<file path="config.mk">
export PLATFORM = sky130hd
export DESIGN_NAME = inst_fetch
export DESIGN_NICKNAME = d
export VERILOG_FILES = /design/src/rtl/inst_fetch.sv
export SDC_FILE = /design/constraint.sdc
export NUM_CORES = 1
export LEC_CHECK = 0
export CORE_ASPECT_RATIO = 1.25
export CORE_MARGIN = 5
export CORE_UTILIZATION = 55
export CTS_BUF_LIST = sky130_fd_sc_hd__clkbuf_8
export DETAILED_ROUTE_END_ITERATION = 12
export PLACE_DENSITY = 0.95
export SYNTH_ARGS = -nofsm -noshare
export SYNTH_HDL_FRONTEND = slang
export SYNTH_SLANG_ARGS = --single-unit
</file>
<file path="constraint.sdc">
create_clock -name i_clk -period 4.02 [get_ports i_clk]
set_clock_uncertainty 0.2 [all_clocks]
set_input_delay 0.603 -clock i_clk [delete_from_list [all_inputs] [get_ports i_clk]]
set_output_delay 0.603 -clock i_clk [all_outputs]
set_load 0.05 [all_outputs]
</file>
<file path="src/rtl/inst_fetch.sv">
// Instruction fetch: PC register + in-order {pc,inst} queue to decode; optional INST_FETCH_MISALIGN_TRAP_EN.
// Latency: word addressed in cycle N is valid at o_valid in N+1; redirect target valid two cycles after redirect.
// Backpressure: queue absorbs up to DEPTH words, then PC holds until decode pops (push+pop allowed when full).
module inst_fetch #(
    parameter int                ADDR_W   = 32,
    parameter logic [ADDR_W-1:0] RESET_PC = '0,
    parameter int                DEPTH    = 2
) (
    input  logic              i_clk,
    input  logic              i_rst_n,
    output logic [ADDR_W-1:0] o_imem_addr,
    input  logic [31:0]       i_imem_inst,
    input  logic              i_redirect,
    input  logic [ADDR_W-1:0] i_redirect_pc,
    output logic              o_valid,
    output logic [31:0]       o_inst,
    output logic [ADDR_W-1:0] o_pc,
    input  logic              i_ready,
    output logic              o_misalign,
    output logic [ADDR_W-1:0] o_misalign_pc
);

    localparam int              PTR_W = (DEPTH > 1) ? $clog2(DEPTH) : 1;
    localparam logic [PTR_W:0]  FULL  = (PTR_W + 1)'(DEPTH);

    logic [ADDR_W-1:0] pc_q;
    logic [ADDR_W-1:0] tgt;
    logic [PTR_W-1:0]  rd_ptr;
    logic [PTR_W-1:0]  wr_ptr;
    logic [PTR_W:0]    count;
    logic [ADDR_W-1:0] q_pc   [DEPTH];
    logic [31:0]       q_inst [DEPTH];
    logic              halt;
    logic              push;
    logic              pop;

`ifdef INST_FETCH_MISALIGN_TRAP_EN
    logic              mis_q;
    logic [ADDR_W-1:0] mis_pc_q;

    assign tgt  = i_redirect_pc;
    assign halt = mis_q;

    // Any redirect re-evaluates the trap; only misaligned targets overwrite the captured PC.
    always_ff @(posedge i_clk or negedge i_rst_n) begin
        if (!i_rst_n) begin
            mis_q    <= 1'b0;
            mis_pc_q <= '0;
        end else if (i_redirect) begin
            mis_q <= |i_redirect_pc[1:0];
            if (|i_redirect_pc[1:0]) begin
                mis_pc_q <= i_redirect_pc;
            end
        end
    end

    assign o_misalign    = mis_q;
    assign o_misalign_pc = mis_pc_q;
`else
    logic unused_redirect_lsbs;

    assign unused_redirect_lsbs = ^i_redirect_pc[1:0];
    assign tgt           = {i_redirect_pc[ADDR_W-1:2], 2'b00};
    assign halt          = 1'b0;
    assign o_misalign    = 1'b0;
    assign o_misalign_pc = '0;
`endif

    assign o_imem_addr = pc_q;
    assign o_valid     = (count != '0) && !i_redirect;
    assign o_inst      = q_inst[rd_ptr];
    assign o_pc        = q_pc[rd_ptr];
    assign pop         = o_valid && i_ready;
    assign push        = !i_redirect && !halt && ((count < FULL) || pop);

    always_ff @(posedge i_clk or negedge i_rst_n) begin
        if (!i_rst_n) begin
            pc_q   <= RESET_PC;
            rd_ptr <= '0;
            wr_ptr <= '0;
            count  <= '0;
        end else if (i_redirect) begin
            pc_q   <= tgt;
            rd_ptr <= '0;
            wr_ptr <= '0;
            count  <= '0;
        end else begin
            if (push) begin
                pc_q   <= pc_q + ADDR_W'(4);
                wr_ptr <= wr_ptr + 1'b1;
            end
            if (pop) begin
                rd_ptr <= rd_ptr + 1'b1;
            end
            case ({push, pop})
                2'b10:   count <= count + 1'b1;
                2'b01:   count <= count - 1'b1;
                default: count <= count;
            endcase
        end
    end

    // Storage is cleared on reset so the head fields are never X.
    always_ff @(posedge i_clk or negedge i_rst_n) begin
        if (!i_rst_n) begin
            for (int i = 0; i < DEPTH; i++) begin
                q_pc[i]   <= '0;
                q_inst[i] <= '0;
            end
        end else if (push) begin
            q_pc[wr_ptr]   <= pc_q;
            q_inst[wr_ptr] <= i_imem_inst;
        end
    end

endmodule

</file>
Word level (Yosys, flattened, before mapping). Index checks and enable logic that the tools add are counted.

Memories kept: 0. Latch bits: 0. RAM bits: 0. ROM bits: 0. Output and inout port bits: 130. Word-level logic and storage cells: 49. Bits of input ports: 68. Register bits after elaboration: 164.

Equality and inequality tests: 2. Div/mod/pow operators: 0. Magnitude comparators: 4. Add/subtract/negate cells: 5. Shift-type cells: 0. Reduce and logical (&&, ||, !) cells: 10. Multiplexer cells: 18. Bitwise logic cells: 2. $mul: 0.

Operators by type and width (count): $mux W32 (9); $bwmux W64 (2); $add A32 B3 Y32 const B (1); $demux W32 S1 (1); $reduce_bool A2 Y1 (3); $ge A2 B2 Y1 const B (2); $logic_and A1 B1 Y1 (4); $mux W1 (4); $not A1 Y2 (2); $pmux W2 S2 (1); $reduce_bool A3 Y1 (1); $add A1 B1 Y1 const B (2); $add A2 B1 Y2 const B (1); $eq A2 B1 Y1 const B (1); $eq A2 B2 Y1 const B (1); $lt A2 B1 Y1 const B (1); $lt A2 B2 Y1 const B (1); $mux W2 (1); $sub A2 B1 Y2 const B (1); $logic_not A1 Y1 (1); $logic_or A1 B1 Y1 (1).

Logic depth before layout (Yosys ltp). Gate-level depths: netlist of run 1.

Word-level depth: 8. Mapped depth: 9.

Worst setup path before layout of run 1. OpenSTA, ideal clock, no wires.

Path type: flip-flop to flip-flop. Start point: register pc_q[2] (netlist: o_imem_addr[2]). End point: register pc_q[28] (netlist: o_imem_addr[28]). Library setup time: 0.082 ns. Setup slack: 1.290 ns. Arrival: 2.448 ns. Cell stages (with the launch flop): 7. Cell sequence: dfrtp_1 ha_1 nand4_4 or4_1 buf_2 or4_1 a31oi_1.

Longest elaborated chain between the ends: 3.

RTL lines: start, declared (line 26) `logic [ADDR_W-1:0] pc_q;`; start signal, assigned (line 83) `pc_q <= tgt;`; start signal, assigned (line 89) `pc_q <= pc_q + ADDR_W'(4);`; $add A32 B3 Y32 (line 89); $mux W32 (line 88) `if (push) begin`; $mux W32 (line 82) `end else if (i_redirect) begin`.

No other way between the ends. The select of a mux whose other input is x is not followed. A chain may end at the register's enable or synchronous reset.

Worst setup path after layout of run 1.
Start point: register rd_ptr. End point: output port o_inst[28].

Longest elaborated chain between the ends: 4.

RTL lines: start, declared (line 28) `logic [PTR_W-1:0] rd_ptr;`; start signal, assigned (line 93) `rd_ptr <= rd_ptr + 1'b1;`; $not A1 Y2 (implied by the code) (line 71) `assign o_inst = q_inst[rd_ptr];`; $mux W32 (implied by the code) (3 in a row) (line 71); end, declared (line 16) `output logic [31:0] o_inst,`.

No other way between the ends. The select of a mux whose other input is x is not followed.

==> run summary, run 1 <==
Die ar.: 0.0164 mm^2
Synth Area in Compound Gates: 6.01%
cell row count: 48
Worst-path clk slew: 0.09 ns
Synth Register Bits: 158
detailed-route via count: 5508
Post-Synth Simple-Gate Area: 7.53%
Skew-Pair Late Insertion Delay: 0.44 ns
hpwl dp: 13500 um
final antenna-violating net count: 0
Initial DRT Pass Iterations: 5
fin. max-slew vios: 0
XOR/XNOR Fraction of Synth Area: 1.03%
R2R Path Start: count[1]
clock root buffer master: clkbuf_8
Die Y: 142 um
Synth warnings: 0
syn_area_per_cell: 12.5 um^2
Routed WL: 19000 um
Nets: 834
Synth area leader: dfrtp_1
critical path arrival: 2.58 ns
WL/cell: 19.9 um
routability congestion estimate: 0.882
Area Overhead vs Synth: 26.3%
Core Region: 0.0138 mm^2
vias per cell: 5.79
PortBufs: 158
largest family of logic cells by synthesized area: multiplexers
vias in the first global route: 6147
RR Endpoint: q_inst[2]
Mapped Cells: 613
ANT cells: 0
CP startpoint kind: flop
area of the multi-input gates: 0.00340 mm^2
fmax: 296 MHz
Cell Area, Synth: 0.00768 mm^2
boundary pin count: 198
Yosys cell types: 49
CTS buffer count: 17
Die X: 116 um
Pwr Total: 8.68 mW
pin count of the biggest net entering global routing: 89
RSZ-0062 raised after global routing: no
mux share of post-synthesis cell area: 27.4%
antenna violations before repair: 1
Total GRT Usage: 23.7%
final hold vios: 0
Post-route DRC: 0
Slew @ Worst Pin: 0.886 ns
Max-slew headroom: 40.4%
post-CTS setup buffers: 0
crit path max fanout: 28
Top Family by Delay on Critical Path: buffers and inverters
CTS tree: built
drt first-iter violations: 369
CP max stage delay: 0.71 ns
H-tree Lvls: 4
worst path cell trace: buf_4 -> mux2_2 -> clkdlybuf4s50_1
Yosys top cell area share: 51.5%
setup violators final: 0
fill count: 981
minimum clock period: 3.38 ns
critical path capture point type: output pin
initial core utilization: 55.8%
Fin Setup TNS: 0 ns
VDD IR max: 0.000588 V
Post-Synth Adder-Cell Area: 0.326%
power density of the placed cells: 895 mW/mm^2
status: completed
CP max-delay cell: clkdlybuf4s50_1
CP bufs+invs: 2
leak pwr: 3.91 nW
Final Cycle Share: 84.1%
# Max-Cap Violations: 0
sequential share of the synthesized area: 51.5%
CP required: 3.22 ns
worst reg-to-reg setup slack: 0.74 ns
global-route wire length before repair: 30800 um
share of layout cells above drive strength 1: 31.4%
CTS Sinks: 158
dominant cells by area after synthesis: dfrtp_1, mux2_2, buf_4
kind of critical path: reg2out
gr ovfl total: 0
type of the most critical hold path: in2async
CTS Hold Buffers Added: 0
worst-case reg-to-reg path depth: 8
Post-CTS Resized: 0
Reg area: 0.00396 mm^2
Longest Clk Path Bufs: 2
## worst reg2reg max path, cell delays in order, from the launching register on
cell and delay, ns:
dfrtp_1 0.33, buf_4 0.24, inv_1 0.16, ha_1 0.26, nand2b_1 0.48, nand2_1 0.42
and3_2 0.24, buf_4 0.41, mux2_2 0.42
## layout by cell type (no fill, tap or decap), drive strengths merged, types with 4 or more instances in the layout
cell type	count
buf	14
nand2	22
xnor2	8
inv	19
a31oi	13
nor2	25
clkdlybuf4s50	156
clkbuf	17
clkinv	4
o31ai	9
o311ai	5
o211ai	5
mux2	186
nand4	12
conb	37
nand3	12
dfrtp	158
a21oi	6
o21ai	13
or4	13
## worst max path at each step
| stage | start | to | slack (ns) | depth (start not counted) |
|---|---|---|---|---|
| 2_1_floorplan | o_imem_addr[2] | o_imem_addr[28] | 1.29 | 6 |
| 3_3_place_gp | i_ready | q_inst[12] | 0.85 | 6 |
| 3_5_place_dp | i_ready | q_inst[2] | 0.77 | 6 |
| 4_1_cts | rd_ptr | o_inst[28] | 0.63 | 3 |
| 5_1_grt | rd_ptr | o_pc[11] | 0.57 | 3 |
| 6_report | rd_ptr | o_inst[28] | 0.64 | 3 |
## cell usage after synthesis, drive strengths merged
| cell type | count |
|---|---|
| mux2 | 186 |
| dfrtp | 158 |
| buf | 58 |
| nor2 | 25 |
| nand2 | 22 |
| clkbuf | 16 |
| a31oi | 13 |
| o21ai | 13 |
| or4 | 13 |
| nand3 | 12 |
| nand4 | 12 |
| inv | 11 |
| o31ai | 9 |
| xnor2 | 8 |
| a21oi | 6 |
| o211ai | 5 |
| o311ai | 5 |
| a2111o | 3 |
| a211oi | 3 |
| and3 | 3 |
| or3 | 3 |
| a21o | 2 |
| a221o | 2 |
| and4 | 2 |
| ha | 2 |
| nand2b | 2 |
| nor2b | 2 |
| or2 | 2 |
| a2111oi | 1 |
| a22oi | 1 |
| a311o | 1 |
| a31o | 1 |
| and2 | 1 |
| conb | 1 |
| mux2i | 1 |
| nand4bb | 1 |
| nor3b | 1 |
| nor4 | 1 |
| nor4b | 1 |
| o31a | 1 |
| or3b | 1 |
| or4b | 1 |
| xor2 | 1 |
## registers in the layout, summed over array words and instances, names as in the netlist
signal / cells
count: 2
o_imem_addr: 30
q_inst: 64
wr_ptr: 1
rd_ptr: 1
q_pc: 60
## cell families after synthesis
family | after synthesis
fa+ha+maj | 2
simple gates | 105
buf+inv | 85
xor+xnor | 9
compound gates | 66
flops | 158
mux | 187
other cells | 1
## report_power, final
group          switching (mW)  internal, mW  total, mW
clock                   0.638         0.576       1.21
sequential              0.436          2.27       2.71
combinational            2.80          1.96       4.76
## layout make-up
cell class,count,share of cell area (%)
clock buffer,17,2.41
tap,175,2.26
clock inverter,15,1.82
multi-input combinational,406,35.1
inverter,11,0.426
sequential,158,40.8
timing repair buffer,170,17.2
## per-layer routing
layer	wire (um)	up-vias	track usage, %
li1	-	2451	-
met1	7160	2716	28.0
met2	9750	282	41.0
met3	1570	57	6.42
met4	491	2	9.29
met5	11	-	0
## through the flow
stage / utilization (%) / hold slack, ns / cell area, um^2 / setup slack, ns / instances
finish: 70.5 / 0.0108 / 9700 / 0.641 / 952
global route: 70.5 / 0.0525 / 9700 / 0.569 / 952
CTS: 70.5 / 0.0531 / 9700 / 0.631 / 952
detailed placement: 67.5 / 0.291 / 9290 / 0.773 / 920
global placement: 67.5 / 0.283 / 9290 / 0.853 / 920
floorplan: - / 0.107 / 7810 / 1.29 / 649
Power figures use the tool's default switching activity.
==> inputs of run 2 (changes only) <==
--- a/config.mk
+++ b/config.mk
@@ -7,10 +7,10 @@
 export LEC_CHECK = 0
 export CORE_ASPECT_RATIO = 1.25
 export CORE_MARGIN = 5
-export CORE_UTILIZATION = 55
+export CORE_UTILIZATION = 51
 export CTS_BUF_LIST = sky130_fd_sc_hd__clkbuf_8
 export DETAILED_ROUTE_END_ITERATION = 12
-export PLACE_DENSITY = 0.95
+export PLACE_DENSITY = 0.91
 export SYNTH_ARGS = -nofsm -noshare
 export SYNTH_HDL_FRONTEND = slang
 export SYNTH_SLANG_ARGS = --single-unit
==> constraint.sdc (replaced) <==
create_clock -name i_clk -period 3.5 [get_ports i_clk]
set_clock_uncertainty 0.2 [all_clocks]
set_input_delay 0.525 -clock i_clk [delete_from_list [all_inputs] [get_ports i_clk]]
set_output_delay 0.525 -clock i_clk [all_outputs]
set_load 0.05 [all_outputs]
==> run summary, run 2 (synthesized netlist as in run 1, its figures left out) <==
Switching Power: 4.39 mW (+13%)
Die Y: 147 um (+3.6%)
Pwr Total: 9.89 mW (+14%)
WL/cell: 18.5 um (-7.0%)
Logic pwr share: 55.6% (+0.8 points)
Initial DRT Pass Iterations: 4 (-1)
CP required: 2.77 ns (-0.45 ns)
Fin Setup TNS: 0 ns (unchanged)
post-CTS setup buffers: 0 (unchanged)
Post-route DRC: 0 (unchanged)
Longest Clk Path Bufs: 2 (unchanged)
status: completed
kind of critical path: reg2out
switching part of the total: 44.4% (-0.22 points)
drt first-iter violations: 308 (-17%)
Reg power frac: 31.1% (about the same)
max reg flops: 64 (unchanged)
global-route wire length before repair: 29200 um (-5.0%)
pin count of the biggest net entering global routing: 82 (-7.9%)
Final Cycle Share: 88.6%
Reg with most FFs: q_inst
most frequent cells in the layout: mux2_2, dfrtp_1, clkdlybuf4s50_1
share of layout cells above drive strength 1: 31.9% (+0.48 points)
antenna violations before repair: 0 (-1)
detailed-route via count: 5415 (-1.7%)
Post-CTS Resized: 0 (unchanged)
Die X: 120 um (+3.5%)
post-route cell area: 0.00980 mm^2 (+1.1%)
routability congestion estimate: 0.849 (-3.8%)
final antenna-violating net count: 0 (unchanged)
CTS tree: built
Finished Layout Cells: 966 (+1.5%)
RSZ-0062 raised after global routing: no
Clock Power Share: 13.3% (-0.7 points)
Total GRT Usage: 20.8% (-2.9 points)
placed cell count: 933 (+1.4%)
Nets: 841 (+0.84%)
Max-slew headroom: 50.1% (+9.7 points)
minimum clock period: 3.10 ns
PortBufs: 158 (unchanged)
critical path capture point type: output pin
vias in the first global route: 5768 (-6.2%)
vias per cell: 5.61 (-3.1%)
setup violators final: 0 (unchanged)
Area Overhead vs Synth: 27.7%
final hold vios: 0 (unchanged)
post-layout utilization of the core: 65.8% (-4.7 points)
internal power: 5.50 mW (+14%)
CTS Sinks: 158 (unchanged)
dpl cell area: 0.00940 mm^2 (+1.3%)
gr ovfl total: 0 (unchanged)
boundary pin count: 198 (unchanged)
type of the most critical hold path: reg2reg
Worst-path clk slew: 0.08 ns (about the same)
clock root buffer master: clkbuf_8
CTS Hold Buffers Added: 1 (+1)
Core Region: 0.0149 mm^2 (+8.3%)
commonest non-fill, non-tap cell in the layout: mux2_2
Die ar.: 0.0176 mm^2 (+7.2%)
Skew-Pair Late Insertion Delay: 0.44 ns (about the same)
fill count: 1121 (+14%)
CP startpoint kind: flop
CTS buffer count: 17 (unchanged)
power density of the placed cells: 1010 mW/mm^2 (+13%)
crit path max fanout: 36 (+29%)
fmax: 322 MHz
VDD IR max: 0.000523 V (-11%)
# Max-Cap Violations: 0 (unchanged)
hpwl dp: 12500 um (-7.6%)
critical path arrival: 2.38 ns (-0.20 ns)
cell row count: 50 (+4.2%)
Routed WL: 17900 um (-5.6%)
H-tree Lvls: 4 (unchanged)
initial core utilization: 51.6% (-4.3 points)
ANT cells: 0 (unchanged)
leak pwr: 3.95 nW (+0.96%)
fin. max-slew vios: 0 (unchanged)
Slew @ Worst Pin: 0.748 ns (-0.138 ns)
==> run 2: worst paths after layout <==
check,start,end,slack [ns],depth (start not counted)
min reg2reg,q_pc[62],q_pc[62],0.31,1
max reg2reg,o_imem_addr[3],o_imem_addr[28],0.78,5
min,q_pc[62],q_pc[62],0.31,1
max,rd_ptr,o_inst[26],0.40,3
min in group asynchronous,i_rst_n,q_inst[38],0.50,2
max in group asynchronous,i_rst_n,rd_ptr,1.85,3
==> run 2: power groups by stage <==
stage	clock, mW	combinational [mW]	sequential (mW)
floorplan	0	3.88	3.08
global placement	0	5.45	3.05
detailed placement	0	5.53	3.11
CTS	1.35	5.55	3.08
global route	1.43	5.77	3.17
finish	1.32	5.50	3.08
==> run 2: critical path, stage by stage (launching register included) <==
cell and delay [ns]:
dfrtp_2 0.36, buf_4 0.45, mux2_2 0.41, clkdlybuf4s50_1 0.71
==> run 2: layout make-up <==
cell class | instances | area, um^2 | share of cell area [%]
flip-flops and latches | 158 | 3960 | 40.3
inverters | 11 | 41.3 | 0.421
well taps | 182 | 228 | 2.32
clock inverters | 15 | 155 | 1.58
multi-input cells | 406 | 3400 | 34.7
repair buffers | 177 | 1790 | 18.2
clock buffers | 17 | 234 | 2.39
==> run 2: per-layer routing <==
layer	up-vias	routed length (um)	share of wire (%)	GRT usage (%)
met3	25	1010	5.6	5.89
li1	2472	-	-	-
met4	0	278	1.6	6.25
met2	187	9190	51	35.5
met1	2731	7430	41	25.5
met5	-	0	0	0
==> run 2: stage by stage <==
stage / hold WS [ns] / worst slack, ns
detailed placement: 0.290 / 0.642
global placement: 0.283 / 0.706
floorplan: 0.0294 / 0.770
finish: 0.307 / 0.398
global route: 0.321 / 0.302
CTS: 0.311 / 0.346
